[config.mk]
export PLATFORM = sky130hd
export DESIGN_NAME = mips32_mem_responder
export DESIGN_NICKNAME = d
export VERILOG_FILES = /design/src/rtl/mips32_mem_responder.sv
export SDC_FILE = /design/constraint.sdc
export NUM_CORES = 2
export LEC_CHECK = 0
export CORE_MARGIN = 1
export CORE_UTILIZATION = 25
export CTS_CLUSTER_SIZE = 24
export DETAILED_ROUTE_END_ITERATION = 6
export DONT_BUFFER_PORTS = 1
export PLACE_DENSITY_LB_ADDON = 0.12
export SLEW_MARGIN = 20
export SYNTH_ARGS = -nofsm -noshare
export SYNTH_HDL_FRONTEND = slang
export SYNTH_SLANG_ARGS = --single-unit
[constraint.sdc]
create_clock -name clk -period 42.8 [get_ports clk]
set_clock_uncertainty 0.15 [all_clocks]
set_input_delay 8.56 -clock clk [delete_from_list [all_inputs] [get_ports clk]]
set_output_delay 8.56 -clock clk [all_outputs]
set_load 0.01 [all_outputs]
[src/rtl/mips32_mem_responder.sv]
// Word-addressed instruction/data memory shared by a fetch port and a data port,
// round-robin arbitrated, with a program-loader write path usable while idle.
module mips32_mem_responder #(
    parameter int DEPTH = 32,
    parameter int AW    = 5
) (
    input  logic          clk,
    input  logic          rst,
    input  logic          if_req_i,
    input  logic [31:0]   if_addr_i,
    output logic          if_ack_o,
    output logic [31:0]   if_rdata_o,
    input  logic          dm_req_i,
    input  logic          dm_we_i,
    input  logic [31:0]   dm_addr_i,
    input  logic [31:0]   dm_wdata_i,
    output logic          dm_ack_o,
    output logic [31:0]   dm_rdata_o,
    output logic          err_o,
    input  logic          prog_we_i,
    input  logic [AW-1:0] prog_addr_i,
    input  logic [31:0]   prog_data_i,
    output logic          prog_ready_o
);

    typedef enum logic [1:0] {IDLE, ACCESS, RESP} state_t;

    state_t        state_q;
    logic [31:0]   mem_q [0:DEPTH-1];
    logic          dm_last_q;
    logic          sel_dm_q;
    logic          we_q;
    logic [31:0]   addr_q;
    logic [31:0]   wdata_q;
    logic [31:0]   rdata_q;
    logic          oor_q;
    logic          if_ack_q, dm_ack_q, err_q;
    logic [31:0]   if_rdata_q, dm_rdata_q;

    logic          grant_dm_d;
    logic          in_range;
    logic [AW-1:0] idx;

    // On a tie the port that did not win last time gets the grant.
    assign grant_dm_d = dm_req_i && (!if_req_i || !dm_last_q);
    assign in_range   = (addr_q[31:AW] == '0);
    assign idx        = addr_q[AW-1:0];

    always_ff @(posedge clk or posedge rst) begin
        if (rst) begin
            state_q    <= IDLE;
            dm_last_q  <= 1'b1;
            sel_dm_q   <= 1'b0;
            we_q       <= 1'b0;
            addr_q     <= '0;
            wdata_q    <= '0;
            rdata_q    <= '0;
            oor_q      <= 1'b0;
            if_ack_q   <= 1'b0;
            dm_ack_q   <= 1'b0;
            err_q      <= 1'b0;
            if_rdata_q <= '0;
            dm_rdata_q <= '0;
            for (int i = 0; i < DEPTH; i++) mem_q[i] <= '0;
        end else begin
            if_ack_q <= 1'b0;
            dm_ack_q <= 1'b0;
            err_q    <= 1'b0;
            case (state_q)
                IDLE: begin
                    if (prog_we_i) begin
                        mem_q[prog_addr_i] <= prog_data_i;
                    end else if (if_req_i || dm_req_i) begin
                        sel_dm_q  <= grant_dm_d;
                        dm_last_q <= grant_dm_d;
                        addr_q    <= grant_dm_d ? dm_addr_i : if_addr_i;
                        we_q      <= grant_dm_d && dm_we_i;
                        wdata_q   <= dm_wdata_i;
                        state_q   <= ACCESS;
                    end
                end
                ACCESS: begin
                    // Read-before-write: a store returns the word it overwrites.
                    rdata_q <= in_range ? mem_q[idx] : '0;
                    oor_q   <= !in_range;
                    if (we_q && in_range) mem_q[idx] <= wdata_q;
                    state_q <= RESP;
                end
                RESP: begin
                    if (sel_dm_q) begin
                        dm_ack_q   <= 1'b1;
                        dm_rdata_q <= rdata_q;
                    end else begin
                        if_ack_q   <= 1'b1;
                        if_rdata_q <= rdata_q;
                    end
                    err_q   <= oor_q;
                    state_q <= IDLE;
                end
                default: state_q <= IDLE;
            endcase
        end
    end

    assign prog_ready_o = (state_q == IDLE) && prog_we_i && !rst;
    assign if_ack_o     = if_ack_q;
    assign dm_ack_o     = dm_ack_q;
    assign err_o        = err_q;
    assign if_rdata_o   = if_rdata_q;
    assign dm_rdata_o   = dm_rdata_q;

endmodule

=== Yosys cells after proc, flatten, opt, wreduce, memory -nomap -nowiden ===
Cells that the tools add are included.

* Shift-type cells: 0
* Divide/modulo/power cells: 0
* Multiply operators: 0
* Bitwise operators: 4
* Eq/ne operators: 6
* $lt $le $gt $ge: 4
* Reduce and logical (&&, ||, !) cells: 21
* $add $sub $neg: 0
* Multiplexer cells: 22

{| class="wikitable"
|+ Operator list
! cell !! number
|-
| bitwise mux 1024 bit || 2
|-
| 2-to-1 mux 1024 bit || 2
|-
| case mux 1024 bit (2 select lines) || 1
|-
| demux 32 bit (select 5 bit) || 2
|-
| 2-to-1 mux 32 bit || 6
|-
| binary-select mux 32 bit (select 5 bit) || 1
|-
| zero test 27 bit || 1
|-
| >= comparator 6 bit, second input constant || 2
|-
| less-than comparator 6 x 1 -> 1 bit, second input constant || 2
|-
| inverter 5 -> 6 bit || 2
|-
| != test 2 bit, second input constant || 4
|-
| logical AND 1 bit || 7
|-
| AND reduction 2 bit || 3
|-
| AND reduction 3 bit || 2
|-
| 2-to-1 mux 1 bit || 5
|-
| zero test 1 bit || 4
|-
| 2-to-1 mux 2 bit || 2
|-
| case mux 2 bit (2 select lines) || 1
|-
| equality test 2 x 1 -> 1 bit, second input constant || 1
|-
| equality test 2 bit, second input constant || 1
|-
| zero test 2 bit || 1
|-
| logical OR 1 bit || 2
|-
| inverter 1 bit || 2
|-
| nonzero test 2 bit || 1
|}

* Memory bits (writable): 0
* Memories kept: 0
* Register bits: 1193
* ROM bits: 0
* Output and inout port bits: 68
* Bits in latches: 0
* Word-level logic and storage cells: 102

=== Logic depth before layout (Yosys ltp) ===
* Depth in word-level cells: 8
* Mapped depth: 12

=== Least setup slack after synthesis ===
OpenSTA, ideal clock, no wires.

* Kind: input-to-output
* Start: in prog_we_i
* End: out prog_ready_o
* Data required time: 34.090 ns
* Path slack: 25.259 ns
* Stages: 2
* Arrival time: 8.831 ns
* Cell sequence: nand2_1 -> nor2_1

* Word-level cells in the longest chain between the ends: 2

{| class="wikitable"
|+ RTL lines
! what !! RTL line !! source
|-
| from (decl) || 20 || <nowiki>input logic prog_we_i,</nowiki>
|-
| logical AND 1 bit (2 in series) || 105 || <nowiki>assign prog_ready_o = (state_q == IDLE) && prog_we_i && !rst;</nowiki>
|-
| to (decl) || 23 || <nowiki>output logic prog_ready_o</nowiki>
|}

No other way between the ends.

=== Worst setup path in the final report ===
Ends and elaborated chain as after synthesis.

==> flow_metrics.tcl <==
set metrics [dict create \
    syn_avg_cell_area_um2 9.78 \
    clock.fmax_ghz 0.0568 \
    cp_top_family "simple AND/OR/NAND/NOR gates" \
    path_clk_slew_ps 60 \
    cp_cell_sequence "nand2_1, nor2_1" \
    fp.dieH_um 507 \
    synth_area_leaders "dfrtp_1 47%, a21oi_1 13%, a22oi_1 12%, mux2i_1 8.6%, buf_2 2.6%" \
    gp_congestion 0.819 \
    grt_pass1_wl_um 446000 \
    insertion_delay_ps 830 \
    hold_buffers 0 \
    syn2layout_area_growth_pct 10.4 \
    power_density_nw_per_um2 57.1 \
    first_iter_violations 6769 \
    netlist.top_cell.by_area "dfrtp_1" \
    place_hpwl_um 177000 \
    io_pins 207 \
    grt_usage_pct 23.9 \
    synth_edf_count 0 \
    ys_seq_area_share_pct 46.9 \
    critPathKind "primary input to primary output" \
    async_flop_share_pct 100 \
    drv_slew 0 \
    critPathCaptureType "primary output" \
    p_leak_nw 27.7 \
    port_buffers 0 \
    ys_types 49 \
    h-tree-depth 4 \
    cts_resized 0 \
    coreArea_um2 252000 \
    worst_ir_drop_vdd_mv 0.0263 \
    grt_max_degree 155 \
    routed_wl_um 316000 \
    cp_max_fo 3 \
    synth_top_area_share_pct 46.9 \
    setup_viol 0 \
    synth_cells 6506 \
    die_w_um 507 \
    clock_path_buffers 3 \
    cts_setup_buffers 0 \
    dieArea_um2 257000 \
    hp-class "flop to flop" \
    crit_required_ps 34090 \
    grt_pass1_vias 55512 \
    power.total_w 0.00401 \
    fin_nets 6094 \
    drcViolationCount 0 \
    clock-root-buffer "clkbuf_16" \
    finalCritPeriodShare_pct 41.1 \
    rsz0062_at_grt "false" \
    ys_ff_latch 1193 \
    postPlaceCellArea_um2 65400 \
    crit_buf_inv 0 \
    routedWlPerCell_um 33.6 \
    layout-drive-gt1-share_pct 11.9 \
    firstDrtPassIters 6 \
    hold_viol_final 0 \
    slew_headroom_pct 18.8 \
    outcome "finished, final reports clean" \
    cts_tree "done" \
    cp_slowest_stage_delay_ps 220 \
    initial_core_util_pct 25.2 \
    startpoint_type "primary input" \
    crit_slowest_cell "nor2_1" \
    fin_setup_tns_ps 0 \
    cts_buffers 150 \
    syn_area_um2 63600 \
    via_per_inst 5.96 \
    row_count 184 \
    fin_crit_ps 17600 \
    synthFlopType "dfrtp_1" \
    drv_cap 0 \
    cp.arrival_ps 8890 \
    gr-total-overflow 0 \
    antenna_left 0 \
    grt_antenna_before_repair 7 \
    syn_nets 6645 \
    cts_sinks 1193 \
    dr_total_vias 56055 \
    tightest_slew_ps 1220 \
    finalInstanceArea_um2 70300 \
    ys_warn_count 0 \
]
state kept, by name, indices dropped and copies added, names as in the netlist:
signal / cells
mem_q: 1024
addr_q: 32
dm_rdata_o: 32
if_rdata_o: 32
rdata_q: 32
wdata_q: 32
state_q: 2
dm_ack_o: 1
dm_last_q: 1
err_o: 1
if_ack_o: 1
oor_q: 1
sel_dm_q: 1
we_q: 1
cell type report:
type	count	area, um^2
fill	26498	182000
multi-input combinational	4385	29600
clock inverter	30	338
sequential	1193	29900
inverter	6	42.5
timing repair buffer	219	1760
tap	3348	4190
clock buffer	230	4440
antenna	2	5.00
layer usage:
metal	vias up	part of all wire [%]	GRT usage [%]
li1	23502	-	-
met1	29380	43	32.2
met2	2608	46	38.0
met3	561	6.7	3.96
met4	4	4.0	9.50
met5	-	0.0082	0
per-stage QoR:
step	worst slack (ps)	instances	utilization [%]	hold WS (ps)
floorplan	484	6506	-	304
global placement	25180	9149	25.9	330
detailed placement	25190	9149	25.9	337
CTS	25190	9409	27.8	349
global route	25170	9412	27.9	356
finish	25200	9413	27.9	344
worst paths after layout:
path / start / end / slack, ps / cells after the start
max in group asynchronous: rst / wdata_q[17] / 30870 / 5
min in group asynchronous: rst / addr_q[30] / 7580 / 1
worst min register to register: wdata_q[29] / wdata_q[29] / 340 / 1
worst min-delay path: wdata_q[29] / wdata_q[29] / 340 / 1
worst max-delay path: prog_we_i / prog_ready_o / 25200 / 2
worst max register to register: addr_q[0] / rdata_q[20] / 36670 / 9
Yosys cell counts, types with 3 or more instances:
cell type and instances:
nand2_1 36, nor4_1 71, clkbuf_1 438, nor3_1 5, nand2b_1 3, a21oi_1 1599
nand4b_1 4, mux2i_1 544, a21oi_2 40, buf_2 336, nand3_1 3, a22oi_1 1024
and2_1 58, o21ai_1 319, a21o_2 5, a21o_1 20, o22ai_1 256, nor4_4 28
a22o_1 32, or3b_1 5, nor4_2 4, nand4bb_1 6, mux2_2 98, dfrtp_1 1192
or4b_1 4, nor2_1 65, o21ai_0 130, or2_1 8, nand3b_1 4, inv_1 3
buf_1 30, buf_4 63, buf_6 52
where the power goes:
group	switching, W	total (W)	internal, W	leakage (nW)
Clock	0.000541	0.00128	0.000736	2.34
Sequential	0.000186	0.00165	0.00146	15.4
Combinational	0.000709	0.00108	0.000374	9.98
Total	0.00144	0.00401	0.00257	27.7
layout by cell type (no fill, tap or decap), types with 12 or more instances in the layout:
cell       synthesis  final
nand2_1           36     35
o21ai_1          319    319
clkinv_2           0     14
a21oi_1         1599   1592
clkbuf_16          0    153
nor4_4            28     32
nor2_4             0     16
nor2_1            65     37
clkbuf_8           0     32
a22o_1            32     32
mux2_2            98     98
mux2i_1          544    544
dfrtp_1         1192   1191
and2_1            58     25
clkbuf_1         438     45
and2_2             0     33
o22ai_1          256    256
nor4_1            71     66
o21ai_0          130    130
buf_4             63    211
a21oi_2           40     43
a21o_1            20     12
a21o_2             5     13
a22oi_1         1024   1024
nor2_2             1     13
logic make-up (layout without fill, tap and decap cells):
group,after synthesis,in the layout,share of synthesized area [%]
compound gates,3428,3428,32.1
flops,1193,1193,46.9
buf+inv,928,485,7.21
mux,642,642,10.3
simple gates,315,315,3.53
other cells,0,2,0
No activity file was read; power rests on OpenSTA's default activity.
